--- config.mk ---
export PLATFORM = sky130hd
export DESIGN_NAME = pomo_seq_gen
export DESIGN_NICKNAME = d
export VERILOG_FILES = /design/src/rtl/pomo_seq_gen.sv
export SDC_FILE = /design/constraint.sdc
export NUM_CORES = 1
export LEC_CHECK = 0
export ABC_AREA = 1
export CAP_MARGIN = 10
export CORE_ASPECT_RATIO = 1.4
export CORE_MARGIN = 1.5
export CORE_UTILIZATION = 52
export DETAILED_ROUTE_END_ITERATION = 7
export GPL_TIMING_DRIVEN = 0
export PLACE_DENSITY = 0.89
export SLEW_MARGIN = 20
export SYNTH_ARGS = -nofsm -noshare
export SYNTH_HDL_FRONTEND = slang
export SYNTH_SLANG_ARGS = --single-unit
--- constraint.sdc ---
create_clock -name clk -period 2.2 [get_ports clk]
set_input_delay 0.22 -clock clk [delete_from_list [all_inputs] [get_ports clk]]
set_output_delay 0.22 -clock clk [all_outputs]
set_load 0.1 [all_outputs]
--- src/rtl/pomo_seq_gen.sv ---
// Pomodoro work/rest sequencer: owns the phase countdown, cycle counting and auto-start.
// Optional LONG break phase is enabled by defining POMO_LONG_BREAK_EN.
module pomo_seq_gen #(
  parameter int TW        = 8,
  parameter int CYCLES    = 4,
  parameter int CW        = 3,
  parameter int WORK_DEF  = 25,
  parameter int SHORT_LEN = 5,
  parameter int LONG_LEN  = 15
) (
  input  logic          clk,
  input  logic          rst,
  input  logic          tick,
  input  logic          key_load,
  input  logic          key_ss,
  input  logic          key_mode,
  input  logic          auto_en,
  input  logic [TW-1:0] set_val,
  output logic [1:0]    state,
  output logic [1:0]    phase,
  output logic [TW-1:0] remain,
  output logic [CW-1:0] cycle_cnt,
  output logic          cnt_en,
  output logic          time_out,
  output logic          sess_done
);

  typedef enum logic [1:0] {ST_READY, ST_RUN, ST_PAUSE, ST_SET} state_e;
  typedef enum logic [1:0] {PH_WORK, PH_SHORT, PH_LONG, PH_BAD} phase_e;

  state_e        state_q, state_d;
  phase_e        phase_q, phase_d;
  logic [TW-1:0] remain_q, remain_d;
  logic [TW-1:0] work_len_q, work_len_d;
  logic [CW-1:0] cycle_q, cycle_d;
  logic          cnt_en_q;
  logic          time_out_q, time_out_d;
  logic          sess_done_q, sess_done_d;
  logic          auto_pend_q, auto_pend_d;

  logic [TW-1:0] set_clamped;
  logic [CW-1:0] cnt_inc;

  function automatic logic [TW-1:0] len_of(input phase_e p, input logic [TW-1:0] wl);
    case (p)
      PH_SHORT: len_of = TW'(SHORT_LEN);
      PH_LONG:  len_of = TW'(LONG_LEN);
      default:  len_of = wl;
    endcase
  endfunction

  assign set_clamped = (set_val == '0) ? TW'(1) : set_val;
  // Saturate so a WORK following a skipped LONG cannot push the count past CYCLES.
  assign cnt_inc = (cycle_q >= CW'(CYCLES)) ? CW'(CYCLES) : cycle_q + 1'b1;

  always_comb begin
    state_d     = state_q;
    phase_d     = phase_q;
    remain_d    = remain_q;
    work_len_d  = work_len_q;
    cycle_d     = cycle_q;
    time_out_d  = 1'b0;
    sess_done_d = 1'b0;
    auto_pend_d = auto_pend_q;

    case (state_q)
      ST_READY: begin
        if (key_load) begin
          phase_d     = (phase_q == PH_WORK) ? PH_SHORT : PH_WORK;
          remain_d    = len_of(phase_d, work_len_q);
          auto_pend_d = 1'b0;
        end else if (key_ss || auto_pend_q) begin
          state_d     = ST_RUN;
          auto_pend_d = 1'b0;
        end
      end
      ST_RUN: begin
        if (key_ss) begin
          state_d = ST_PAUSE;
        end else if (tick) begin
          if (remain_q > TW'(1)) begin
            remain_d = remain_q - 1'b1;
          end else begin
            state_d     = ST_READY;
            time_out_d  = 1'b1;
            auto_pend_d = auto_en;
            if (phase_q == PH_WORK) begin
              cycle_d = cnt_inc;
`ifdef POMO_LONG_BREAK_EN
              phase_d = (cnt_inc == CW'(CYCLES)) ? PH_LONG : PH_SHORT;
`else
              phase_d = PH_SHORT;
              if (cnt_inc == CW'(CYCLES)) begin
                cycle_d     = '0;
                sess_done_d = 1'b1;
              end
`endif
            end else begin
              phase_d = PH_WORK;
              if (phase_q == PH_LONG) begin
                cycle_d     = '0;
                sess_done_d = 1'b1;
                auto_pend_d = 1'b0;
              end
            end
            remain_d = len_of(phase_d, work_len_q);
          end
        end
      end
      ST_PAUSE: begin
        if (key_load) begin
          state_d     = ST_READY;
          phase_d     = (phase_q == PH_WORK) ? PH_SHORT : PH_WORK;
          remain_d    = len_of(phase_d, work_len_q);
          auto_pend_d = 1'b0;
          if (phase_q == PH_LONG) cycle_d = '0;
        end else if (key_ss) begin
          state_d = ST_RUN;
        end else if (key_mode) begin
          state_d = ST_SET;
        end
      end
      default: begin
        work_len_d = set_clamped;
        remain_d   = set_clamped;
        if (key_mode) begin
          state_d = ST_READY;
          phase_d = PH_WORK;
        end
      end
    endcase

    if (phase_q == PH_BAD) begin
      state_d     = ST_READY;
      phase_d     = PH_WORK;
      remain_d    = TW'(WORK_DEF);
      work_len_d  = TW'(WORK_DEF);
      cycle_d     = '0;
      time_out_d  = 1'b0;
      sess_done_d = 1'b0;
      auto_pend_d = 1'b0;
    end
  end

  always_ff @(posedge clk) begin
    if (rst) begin
      state_q     <= ST_READY;
      phase_q     <= PH_WORK;
      remain_q    <= TW'(WORK_DEF);
      work_len_q  <= TW'(WORK_DEF);
      cycle_q     <= '0;
      cnt_en_q    <= 1'b0;
      time_out_q  <= 1'b0;
      sess_done_q <= 1'b0;
      auto_pend_q <= 1'b0;
    end else begin
      state_q     <= state_d;
      phase_q     <= phase_d;
      remain_q    <= remain_d;
      work_len_q  <= work_len_d;
      cycle_q     <= cycle_d;
      cnt_en_q    <= (state_d == ST_RUN);
      time_out_q  <= time_out_d;
      sess_done_q <= sess_done_d;
      auto_pend_q <= auto_pend_d;
    end
  end

  assign state     = state_q;
  assign phase     = phase_q;
  assign remain    = remain_q;
  assign cycle_cnt = cycle_q;
  assign cnt_en    = cnt_en_q;
  assign time_out  = time_out_q;
  assign sess_done = sess_done_q;

endmodule

# Word level (Yosys, flattened, before mapping)

Cells that the tools add are included.

Memories: 0
Logic and storage cells: 99
Input port bits: 15
RAM bits: 0
Register bits after elaboration: 27
Bits in latches: 0
ROM bits: 0

Multiplexer cells: 52
Bitwise logic cells: 2
Order comparisons: 2
Equality and inequality tests: 16
Reductions and logical operators: 16
Add/subtract/negate cells: 2
Multipliers: 0
Shift-type cells: 0
Div/mod/pow operators: 0

Operators with widths:

| operator              | number |
|---|---|
| $pmux W8 S2           | 3 |
| $mux W8               | 5 |
| $mux W2               | 19 |
| $mux W3               | 8 |
| $mux W1               | 13 |
| $eq A2 B2 Y1 const B  | 5 |
| $reduce_and A5 Y1     | 2 |
| $eq A2 B1 Y1 const B  | 4 |
| $gt A8 B1 Y1 const B  | 1 |
| $logic_not A8 Y1      | 1 |
| $ne A2 B2 Y1 const B  | 4 |
| $sub A8 B1 Y8 const B | 1 |
| $pmux W2 S3           | 1 |
| $pmux W3 S2           | 1 |
| $reduce_and A6 Y1     | 1 |
| $reduce_bool A3 Y1    | 2 |
| $reduce_or A6 Y1      | 1 |
| $reduce_or A5 Y1      | 1 |
| $logic_not A2 Y1      | 2 |
| $pmux W2 S2           | 1 |
| $reduce_or A2 Y1      | 2 |
| $add A3 B1 Y3 const B | 1 |
| $eq A3 B3 Y1 const B  | 1 |
| $ge A3 B3 Y1 const B  | 1 |
| 8 further kinds       | 9 |

# Depth between registers and ports, before layout

Gate-level depths: netlist (run 1).

Word-level depth: 12
Mapped depth: 13

# Least setup slack after synthesis (run 1)

OpenSTA, ideal clock, no wires.

Path type: register to register
Start point: reg state_q[0] (netlist: state[0])
End point: reg remain_q[0] (netlist: remain[0])
Period minus slack after synthesis: 2.463 ns
Data required time: 2.086 ns
Arrival time: 2.349 ns
Stages on the path, launching flop included: 11
Setup slack: -0.263 ns
Setup time: 0.114 ns
Cell sequence: dfxtp_1 > inv_1 > ha_1 > nor2_2 > inv_2 > a21oi_4 > inv_2 > a21oi_2 > nand2_1 > nand2_1 > nand2_1

Cells in the longest elaborated chain, start to end: 4
Elaborated cells between the ends (all ways): 9

RTL lines:

| element                                                 | line | RTL |
|---|---|---|
| start, declared                                         | 31   | `state_e state_q, state_d;` |
| start signal, assigned                                  | 157  | `state_q <= state_d;` |
| $eq A2 B2 Y1 / $logic_not A2 Y1 (equally long branches) | 66   | `case (state_q)` |
| $reduce_or A2 Y1 (no source line)                       | n/a  |  |
| $ne A2 B1 Y1 (no source line)                           | n/a  |  |
| $reduce_and A3 Y1 (no source line)                      | n/a  |  |
| end signal, assigned                                    | 149  | `remain_q <= TW'(WORK_DEF);` |
| end signal, assigned                                    | 159  | `remain_q <= remain_d;` |
| end, declared                                           | 33   | `logic [TW-1:0] remain_q, remain_d;` |

Several ways; a longest one is shown, not always the timed one.
A chain may end at the register's enable or synchronous reset.

# Worst setup path in the final report (run 1)

Start point: reg remain_q[2] (netlist: remain[2])
End point: out remain[2]

RTL lines:

| element       | line | RTL |
|---|---|---|
| end, declared | 21   | `output logic [TW-1:0] remain,` |

No word-level cell between the ends.

==> summary.md, run 1 <==
| Metric | Value |
|---|---|
| Status | complete, no violations |
| Pins Over Slew Limit | 0 |
| Worst vdd ir | roughly 0.75 mV |
| Number of setup buffers added after CTS | 0 |
| Kind of critical path | flop to primary output |
| Slew margin rel. | 35.46% |
| Largest net degree at the start of global routing | 14 |
| Routability-driven placement congestion ratio | about 0.9 |
| Gate Count Post-Synth | 279 |
| Worst Clk Skew | 0.004336 ns |
| Num ports | 33 |
| H-tree level count | 1 |
| Initial core utilization | 53.61% |
| Power Density | 971.6 mW/mm^2 |
| Clock latency at the later pin of the worst-skew pair | 0.27 ns |
| CP top delay family | buffers and inverters |
| Total negative slack | 0 ns |
| Post-Syn Nets | 302 |
| RSZ-0062 raised after global routing | false |
| CTS buffer count | 3 |
| Seq/Total Area, Yosys | between 20% and 30% |
| DRT antenna net count | 0 |
| Vias | 1892 |
| Full die area | 0.003817 sq mm |
| Yosys reg bits | 26 |
| Drc violations | 0 |
| First-pass GRT wire length | 7.369 mm |
| Violation count after the first detailed-route iteration | 79 |
| Nets | between 300 and 400 |
| Via-to-Cell Ratio | 5.360 |
| Crit share post-route | 97.30% |
| Worst path cell trace | clkdlybuf4s50_1 |
| Fmax | roughly 470 MHz |
| Max-cap violations | 0 |
| Hold_ws | 0.4649 ns |
| CP Depth | 1 |
| Core Area | about 0.0033 sq mm |
| Drt pass-1 iters | 4 |
| Die width | around 53 microns |
| TritonCTS clock tree | built |
| Critical Path Sink | remain[2] |
| Minimum clock period | 2.141 ns |
| Tightest Hold Check Type | flop to flop |
| FF/Latch Area | 525.5 sq um |
| Total gr overflow | 0 |
| CP max-delay cell | clkdlybuf4s50_1 |
| Critical Path Start Type | flop |
| Filler cells | 310 |
| Post-DP Area | approximately 0.0022 sq mm |
| Worst path required time | 1.98 ns |
| Reg2Reg Launch Point | state[0] |
| Worst setup EP type | primary output |
| Origin of the worst setup path | remain[2] |
| WP data arrival | 1.92 ns |
| # diodes | 0 |
| Yosys warns | 0 |
| Port Buffers | 31 |
| Cts repair resizes | 1 |
| Longest Clk Path Bufs | 2 |
| Post-DP HPWL | 3.454 mm |
| Clk slew on worst S/H paths | 0.08 ns |
| Final Hold Fails | 0 |
| Die height | 72.50 microns |
| FF-to-FF End | remain[6] |
| Clk root buf | clkbuf_8 |
| Fin area | between 0.002 and 0.0025 sq mm |
| Final setup viols | 0 |
| Area of the multi-input gates | 0.001094 sq mm |
| Syn_area_per_cell | 6.431 sq um |
| Layout cells sized above 1 | between 10% and 20% |
| WP buf/inv | 1 |
| Most frequent cells in the layout | nand2_1 (94), clkdlybuf4s50_1 (30), inv_1 (27), a21oi_1 (27), dfxtp_1 (22) |
| Sink Count | 26 |
| Rows | 25 |
| Worst reg2reg setup slack | 0.24 ns |
| Reg2Reg Depth | 8 |
| Total GRT Usage | 25.75% |
| # hold bufs at CTS | 0 |
| Worst Path Max Fanout | 6 |
| Initial antenna violation count | 0 |
| Mapped Area | 0.001794 sq mm |
| Drt wl/cell | 12.67 microns |
| Final WL | 4.473 mm |
| Hold depth | 2 |
| Synth-to-Final Area Change | 22.59% |
| Most common cell after layout, fill and taps aside | nand2_1 |
| Pleak | 0.001065 uW |
| Slowest stage delay, CP | about 1.2 ns |
| Vias in the first global route | 1742 |
| Post-synthesis cell type count | 38 |
| Worst-Margin Slew | 0.9651 ns |
[tightest hold or removal path: stages (launching register included)]
cell and delay, ns:
dfxtp_1 0.33, nand2_1 0.05, nand3_1 0.05
[where the power goes]
group	switching (uW)	total (uW)	internal (uW)
clock	149	272	123
combinational	899	1240	345
sequential	79.5	621	541
total	1130	2140	1010
[Yosys cell counts (all sizes together)]
| cell | instances | area share (%) |
|---|---|---|
| nor2 | 22 | 5.7 |
| a21oi | 29 | 8.9 |
| o221a | 1 | 0.63 |
| o211ai | 1 | 0.42 |
| or2 | 2 | 0.70 |
| a211oi | 1 | 0.42 |
| nor3 | 1 | 0.28 |
| nand3 | 20 | 6.1 |
| dfxtp | 26 | 29 |
| o21ai | 13 | 3.8 |
| ha | 8 | 5.6 |
| inv | 34 | 7.1 |
| nand2 | 102 | 24 |
| clkbuf | 2 | 0.63 |
| conb | 1 | 0.21 |
| a31oi | 2 | 0.70 |
| nand4 | 4 | 1.4 |
| buf | 6 | 2.1 |
| clkinv | 1 | 0.21 |
| nand3b | 1 | 0.42 |
| nor4 | 2 | 1.5 |
[how the worst min path moves through the flow]
stage,start,endpoint
after floorplan,set_val[3],work_len_q[3]
after global placement,work_len_q[3],work_len_q[3]
after detailed placement,work_len_q[3],work_len_q[3]
after CTS,work_len_q[3],work_len_q[3]
after global routing,work_len_q[2],work_len_q[2]
final,work_len_q[3],work_len_q[3]
[per-layer routing]
layer | routed length (microns) | track usage (%)
met3 | 219 | 3.086
met2 | 2338 | 45.69
met4 | 119 | 13.11
met1 | 1796 | 29.34
met5 | 0 | 0
[logic make-up after synthesis]
group | after synthesis | share of synthesized area [%]
buffers and inverters | 43 | 10.04
adder cells (fa/ha/maj) | 8 | 5.579
AO/OA/AOI/OAI | 47 | 14.92
AND/OR/NAND/NOR | 154 | 40.24
other | 1 | 0.2090
flip-flops | 26 | 29.01
[stage by stage]
| stage | std cells | total power, uW | util, % | worst slack [ns] |
|---|---|---|---|---|
| 2_1_floorplan | 279 | 1588 | - | 0.1284 |
| 3_3_place_gp | 350 | 1847 | 64.52 | 0.3096 |
| 3_5_place_dp | 350 | 1868 | 64.52 | 0.2798 |
| 4_1_cts | 353 | 2135 | 65.72 | 0.05577 |
| 5_1_grt | 353 | 2261 | 65.72 | 0.02311 |
| 6_report | 353 | 2137 | 65.72 | 0.05946 |
[flip-flops by register name, indices dropped and copies added (netlist names)]
signal       count
cnt_en           1
phase            1
cycle_cnt        3
work_len_q       8
auto_pend_q      1
sess_done        1
remain           8
time_out         1
state            2
[final cells by class]
type	count	share of cell area, %
multi-input cells	210	49.72
inverters	35	5.973
repair buffers	31	14.05
flip-flops and latches	26	23.89
clock buffers	3	1.877
plain buffers	8	2.218
well taps	40	2.275
Power figures use the tool's default switching activity.
==> run 2, diff against run 1 <==
- HOLD_SLACK_MARGIN: not set -> 0.08
==> results of run 2 <==
No change in the layout: final DEF, timing and power equal those of run 1.
==> run 3, diff against run 2 <==
- ABC_AREA: 1 -> 0
- CAP_MARGIN: 10 -> not set
- PLACE_DENSITY: 0.89 -> 0.9
==> run 3 against run 2 <==
Cell area increased by 3.2%. Critical path type is now flop to flop. Highest routed layer unchanged. Synthesized cell count decreased by 23%. Via count grew 1.1%. Largest power group unchanged. Die area shrank 4.6%.
==> summary.md, run 3 <==
| Metric | Value |
|---|---|
| Sequential cell fraction of total power | 33.0% |
| Final Hold Fails | 0 |
| Vias in the first global route | ~1700 |
| Pins Over Slew Limit | 0 |
| WP data arrival | 2.35 ns |
| Die width | 51.42 microns |
| Switching power total | 683.4 uW |
| Worst vdd ir | ~0.56 mV |
| Post-synthesis cell type count | between 50 and 60 |
| Initial antenna violation count | 0 |
| Status | complete, no violations |
| Mapped Area | 0.001707 sq mm |
| Reg2Reg Depth | 7 |
| Drt wl/cell | 17.01 microns |
| Commonest cells post-synth | dfxtp_1 (26), nor2_1 (21), nand2_1 (20), a21oi_1 (17), o21ai_0 (14) |
| Most common cell after layout, fill and taps aside | clkdlybuf4s50_1 |
| Post-synth EDFFs | 0 |
| Pleak | 0.0007921 uW |
| Core Area | about 0.0031 sq mm |
| Hold depth | 2 |
| Fin cells | 295 |
| Final WL | 5.018 mm |
| Switching share of power | 40.82% |
| Filler cells | around 260 |
| First-pass GRT wire length | 7.631 mm |
| Routability-driven placement congestion ratio | 0.8985 |
| Crit share post-route | 98.37% |
| Worst path required time | 2.39 ns |
| # diodes | 0 |
| Clk root buf | clkbuf_8 |
| Clk slew on worst S/H paths | 0.10 ns |
| Drt pass-1 iters | 5 |
| Num ports | 33 |
| CTS buffer count | 3 |
| Placed Instances | 285 |
| Layout cells sized above 1 | 16.02% |
| Syn_area_per_cell | 7.901 sq um |
| Worst reg2reg setup slack | approximately 0.036 ns |
| Post-DP Area | between 0.002 and 0.0025 sq mm |
| Slew margin rel. | 35.44% |
| Longest Clk Path Bufs | 2 |
| Minimum clock period | 2.164 ns |
| Internal power | 990.6 uW |
| Critical Path Start Type | flop |
| Post-DP HPWL | 3.263 mm |
| Port Buffers | 30 |
| Full die area | roughly 0.0036 sq mm |
| Tot Pwr | 1674 uW |
| Worst Hold Endpoint | work_len_q[2] |
| Share of the synthesized area in the top cell type | 30.50% |
| RSZ-0062 raised after global routing | true |
| Most common cell in the netlist | dfxtp_1 |
| Largest net degree at the start of global routing | 16 |
| Seq/Total Area, Yosys | 30.50% |
| Violation count after the first detailed-route iteration | 119 |
| Clock share of power | 24.2% |
| Vias | 1912 |
| Total GRT Usage | a little over a quarter |
| Max-cap violations | 0 |
| Clock latency at the later pin of the worst-skew pair | 0.27 ns |
| Yosys reg bits | 26 |
| Worst Path Max Fanout | 9 |
| TritonCTS clock tree | built |
| Worst hold path startpoint | work_len_q[2] |
| Fmax | 462.1 MHz |
| Synth-to-Final Area Change | 33.06% |
| Final worst slack | 0.03582 ns |
| Post-Syn Nets | 239 |
| Kind of critical path | flop to flop |
| DRT antenna net count | 0 |
| Fin area | 0.002271 sq mm |
| Pre-CTS setup slack | -0.2787 ns |
| Nets | 280 |
| Initial core utilization | 54.65% |
| Yosys warns | 0 |
| Via-to-Cell Ratio | 6.481 |
| Async SR Flop Fraction | 0% |
| Combinational power share | 42.8% |
| Worst-Margin Slew | 0.9654 ns |
| Rows | 24 |
| Die height | 70.79 microns |
| Drc violations | 0 |
| Final setup viols | 0 |
| Ys flop type | dfxtp_1 |
| FF-to-FF End | remain[5] |
| H-tree level count | 1 |
| Worst Clk Skew | 0.004637 ns |
| Power Density | 737.1 mW/mm^2 |
| Total gr overflow | 0 |
| Gate Count Post-Synth | 216 |
| Tightest Hold Check Type | flop to flop |
| Most frequent cells in the layout | clkdlybuf4s50_1 (30), nor2_1 (20), nand2_1 (19) |
| Worst setup EP type | flop |
| Post-synth top area cell | dfxtp_1 |
| Reg2Reg Launch Point | state[0] |
| Main area contributors after synthesis | dfxtp_1 (30%), ha_1 (5.9%), a21oi_1 (5.0%), nor2_1 (4.6%), nand2_1 (4.4%) |
| Sink Count | 26 |
## run 3: changes by cell type after synthesis, sizes merged, moves of 12 or more
| cell | before | now |
|---|---|---|
| a21oi | 29 | 17 |
| inv | 34 | 11 |
| nand2 | 102 | 20 |
| nand3 | 20 | 3 |
## run 3: per-layer routing
metal / share of wire, % / global-route usage, % / up-vias
met2: 49 / 44.30 / 130
li1: - / - / 880
met4: 2.8 / 9.064 / 0
met3: 7.8 / 3.376 / 20
met5: 0 / 0 / -
met1: 40 / 34.13 / 882
## run 3: worst max-delay path by stage
stage	startpoint	to	slack [ns]	cells past startpoint
after floorplan	state[0]	remain[5]	-0.04	7
after global placement	state[0]	remain[5]	-0.24	7
after detailed placement	state[0]	remain[5]	-0.28	7
after CTS	remain[1]	auto_pend_q	0.003	6
after global routing	state[0]	remain[5]	-0.03	7
final	state[0]	remain[5]	0.04	7
## run 3: final cells by class
cell class	instances	area [sq um]	share of cell area (%)
Multi-Input combinational cell	165	1135	49.97
Sequential cell	26	550.5	24.24
Timing Repair Buffer	37	352.8	15.54
Buffer	11	60.06	2.645
Inverter	13	52.55	2.314
Tap cell	39	48.80	2.149
Clock buffer	3	41.29	1.818
Clock inverter	1	30.03	1.322
## run 3: stage by stage
| step | utilization (%) | hold WS, ns | TNS [ns] |
|---|---|---|---|
| after global routing | 72.72 | 0.4864 | -0.06933 |
| after global placement | 66.79 | 0.4553 | -0.9767 |
| final | 72.72 | 0.4828 | 0 |
| after CTS | 70.07 | 0.4441 | 0 |
| after detailed placement | 66.79 | 0.4695 | -1.426 |
| after floorplan | - | 0.3672 | -0.04323 |
## run 3: cell families after synthesis
| group | synth area share [%] |
|---|---|
| and+or+nand+nor | 24.12 |
| muxes | 3.519 |
| buffers and inverters | 6.159 |
| other | 0.2197 |
| xor gates and xnor gates | 1.540 |
| AOI/OAI and AO/OA | 28.08 |
| adders and majority gates | 5.865 |
| DFF | 30.50 |
## run 3: worst max-delay path: stages, from the launching register on
cell and delay [ns]:
dfxtp_4 0.39, inv_1 0.08, ha_1 0.27, nor2_2 0.38
a2bb2oi_2 0.40, and3_1 0.26, a211oi_1 0.06, a311oi_1 0.23
## run 3: power by group through the flow
stage / registers, uW / logic [uW] / clock network, uW
floorplan: 757 / 276 / 0
global placement: 562 / 625 / 0
detailed placement: 563 / 633 / 0
CTS: 552 / 654 / 404
global route: 558 / 752 / 421
finish: 553 / 716 / 406
## run 3: what timing repair did
action	in CTS	in global routing
hold buffers	0	0
setup buffers	1	6
pin swaps	1	1
resized for setup	5	11
gates cloned	0	0
endpoints found under the setup margin	12	11
==> RTL change: new RTL, flow settings as in run 3 <==
Change the parameter `CW` from 3 to 6.
--- a/src/rtl/pomo_seq_gen.sv
+++ b/src/rtl/pomo_seq_gen.sv
@@ -5,3 +5,3 @@
   parameter int CYCLES    = 4,
-  parameter int CW        = 3,
+  parameter int CW        = 6,
   parameter int WORK_DEF  = 25,
Interface: changed (resized cycle_cnt); port bits go from 33 to 36. The function was not compared with the original's and may differ.
==> RTL change against run 3 <==
Count of clock-buffer cells in the layout rose by 5; setup slack better by 0.048 ns; final cell count up 1.0%; sequential share of layout area grew 1.1 points; global-route usage increased by 0.074 points; critical path type unchanged; synthesized area rose by 8.6%; sequential cell count up 3; routed wire length fell by 3.1%; power decreased by 6.3%; final area is 3.4% higher; non-clock buffer count down 1.
==> RTL change: results (changes against run 3) <==
Status
  • Status: completed

STA
  • Clk_skew: 0.00201 ns (-0.00262 ns)
  • Tightest Pin Transition: 0.968 ns (+0.00256 ns)
  • Period utilization: 96.2% (-2.2 points)

Run
  • Max cap viols: 0 (unchanged)

Clock tree
  • CTS clk-pin slew, worst paths: 0.06 ns (-0.04 ns)
  • Clk_lat worst skew: 0.29 ns (+0.02 ns)
  • H-tree depth: 2 (+1)
  • Post-CTS Setup Repair Bufs: 0 (-1)
  • CTS buffer count: 5 (+2)

GRT
  • Vias in the first global route: 1651 (-0.90%)
  • Gr usage total: 26.4% (+0.074 points)
  • Largest net degree at the start of global routing: 11 (-5)
  • First-pass GRT wire length: 7600 um (-0.37%)

Logic synthesis
  • Synthesized Nets: 240 (+0.42%)
  • Yosys cell types: 62 (+8.8%)
  • Sequential area share after synthesis: 31.3% (+0.83 points)
  • Mapped Cells: 217 (+0.46%)
  • Top post-synthesis cells by area: dfxtp_1 (31%), ha_1 (5.4%), a21oi_1 (3.5%), nor2_1 (3.0%), mux2i_1 (2.7%)
  • Top cells by count, synth: dfxtp_1 (29), nor2_1 (15), a21oi_1 (13)

Routing
  • Detailed router's first-iteration violation count: 85 (-29%)
  • Via Count: 1905 (-0.37%)
  • First-pass DRT Iterations: 5 (unchanged)
  • Routed len/inst: 16.3 um (-4.1%)

Setup path
  • Slowest cell on crit path: a2111oi_2
  • Setup slack, reg-to-reg: 0.08 ns (+0.05 ns)
  • Critical Path AT: 2.33 ns (-0.02 ns)
  • Slowest Stage Delay on Critical Path: 0.57 ns (+0.17 ns)

Place
  • # placed instances: 291 (+2.1%)
  • Dpl ws: -0.190 ns (+0.0886 ns)
  • DP HPWL: 3550 um (+8.9%)
  • Port Buffers: 34 (+13%)
  • GP Congestion: 0.922 (+2.6%)

Power
  • Part of the power in registers: 37.5% (+4.5 points)
  • Clock Power Share: 26.9% (+2.7 points)
  • Clock network power: 423 uW (+4%)
  • P_sw: 614 uW (-10%)
  • Leakage: 0.825 nW (+4.1%)
  • Worst VDD drop: 0.588 mV (+4.9%)

Finish
  • # diodes: 0 (unchanged)
  • Layout cells sized above 1: 12.0% (-4.0 points)
  • Final std cells w/o fill: 298 (+1.0%)
  • FILL cells: 282 (+11%)
-- RTL change: cells by family (layout without fill, tap and decap cells) --
logic type,Yosys count,count (layout),synth area share [%]
xor+xnor,2,2,0.945
other cells,1,1,0.202
fa+ha+maj,8,8,5.40
compound gates,71,71,29.3
buf+inv,26,67,5.87
simple gates,75,75,24.2
flops,29,29,31.3
mux,5,5,2.70
-- RTL change: per-stage QoR --
| step | hold WS (ns) | cell area (um^2) |
|---|---|---|
| 2_1_floorplan | 0.356 | 1870 |
| 3_3_place_gp | 0.451 | 2260 |
| 3_5_place_dp | 0.459 | 2260 |
| 4_1_cts | 0.479 | 2340 |
| 5_1_grt | 0.498 | 2350 |
| 6_report | 0.482 | 2350 |
-- RTL change: repair_timing --
item / 4_1_cts / 5_1_grt
setup endpoints to repair: 4 / 7
hold buffers: 0 / 0
gates resized for setup: 2 / 4
-- RTL change: worst paths after layout --
check / to / start / cells after the start
setup reg to reg: remain[7] / state[0] / 7
hold / removal: work_len_q[0] / work_len_q[0] / 2
setup / recovery: remain[7] / state[0] / 7
hold reg to reg: work_len_q[0] / work_len_q[0] / 2
-- RTL change: critical path, delay by kind of cell, from the launching register on --
kind                     cells  cell delay [ns]
flip-flops                   1             0.37
adder cells (fa/ha/maj)      1             0.20
buffers and inverters        2             0.28
AO/OA/AOI/OAI                4             1.21
-- RTL change: layout make-up --
class	instances	area share (%)
timing repair buffer	34	14.6
multi-input combinational	162	50.1
buffer	13	2.61
inverter	12	1.92
sequential	29	25.3
clock buffer	8	3.41
tap	40	2.13
-- RTL change: metal layers --
layer | vias to the layer above | global-route usage [%] | routed length [um]
li1 | 899 | - | -
met5 | - | 0 | 0
met1 | 906 | 31.1 | 1980
met2 | 92 | 44.4 | 2480
met4 | 0 | 11.1 | 70
met3 | 8 | 6.50 | 333
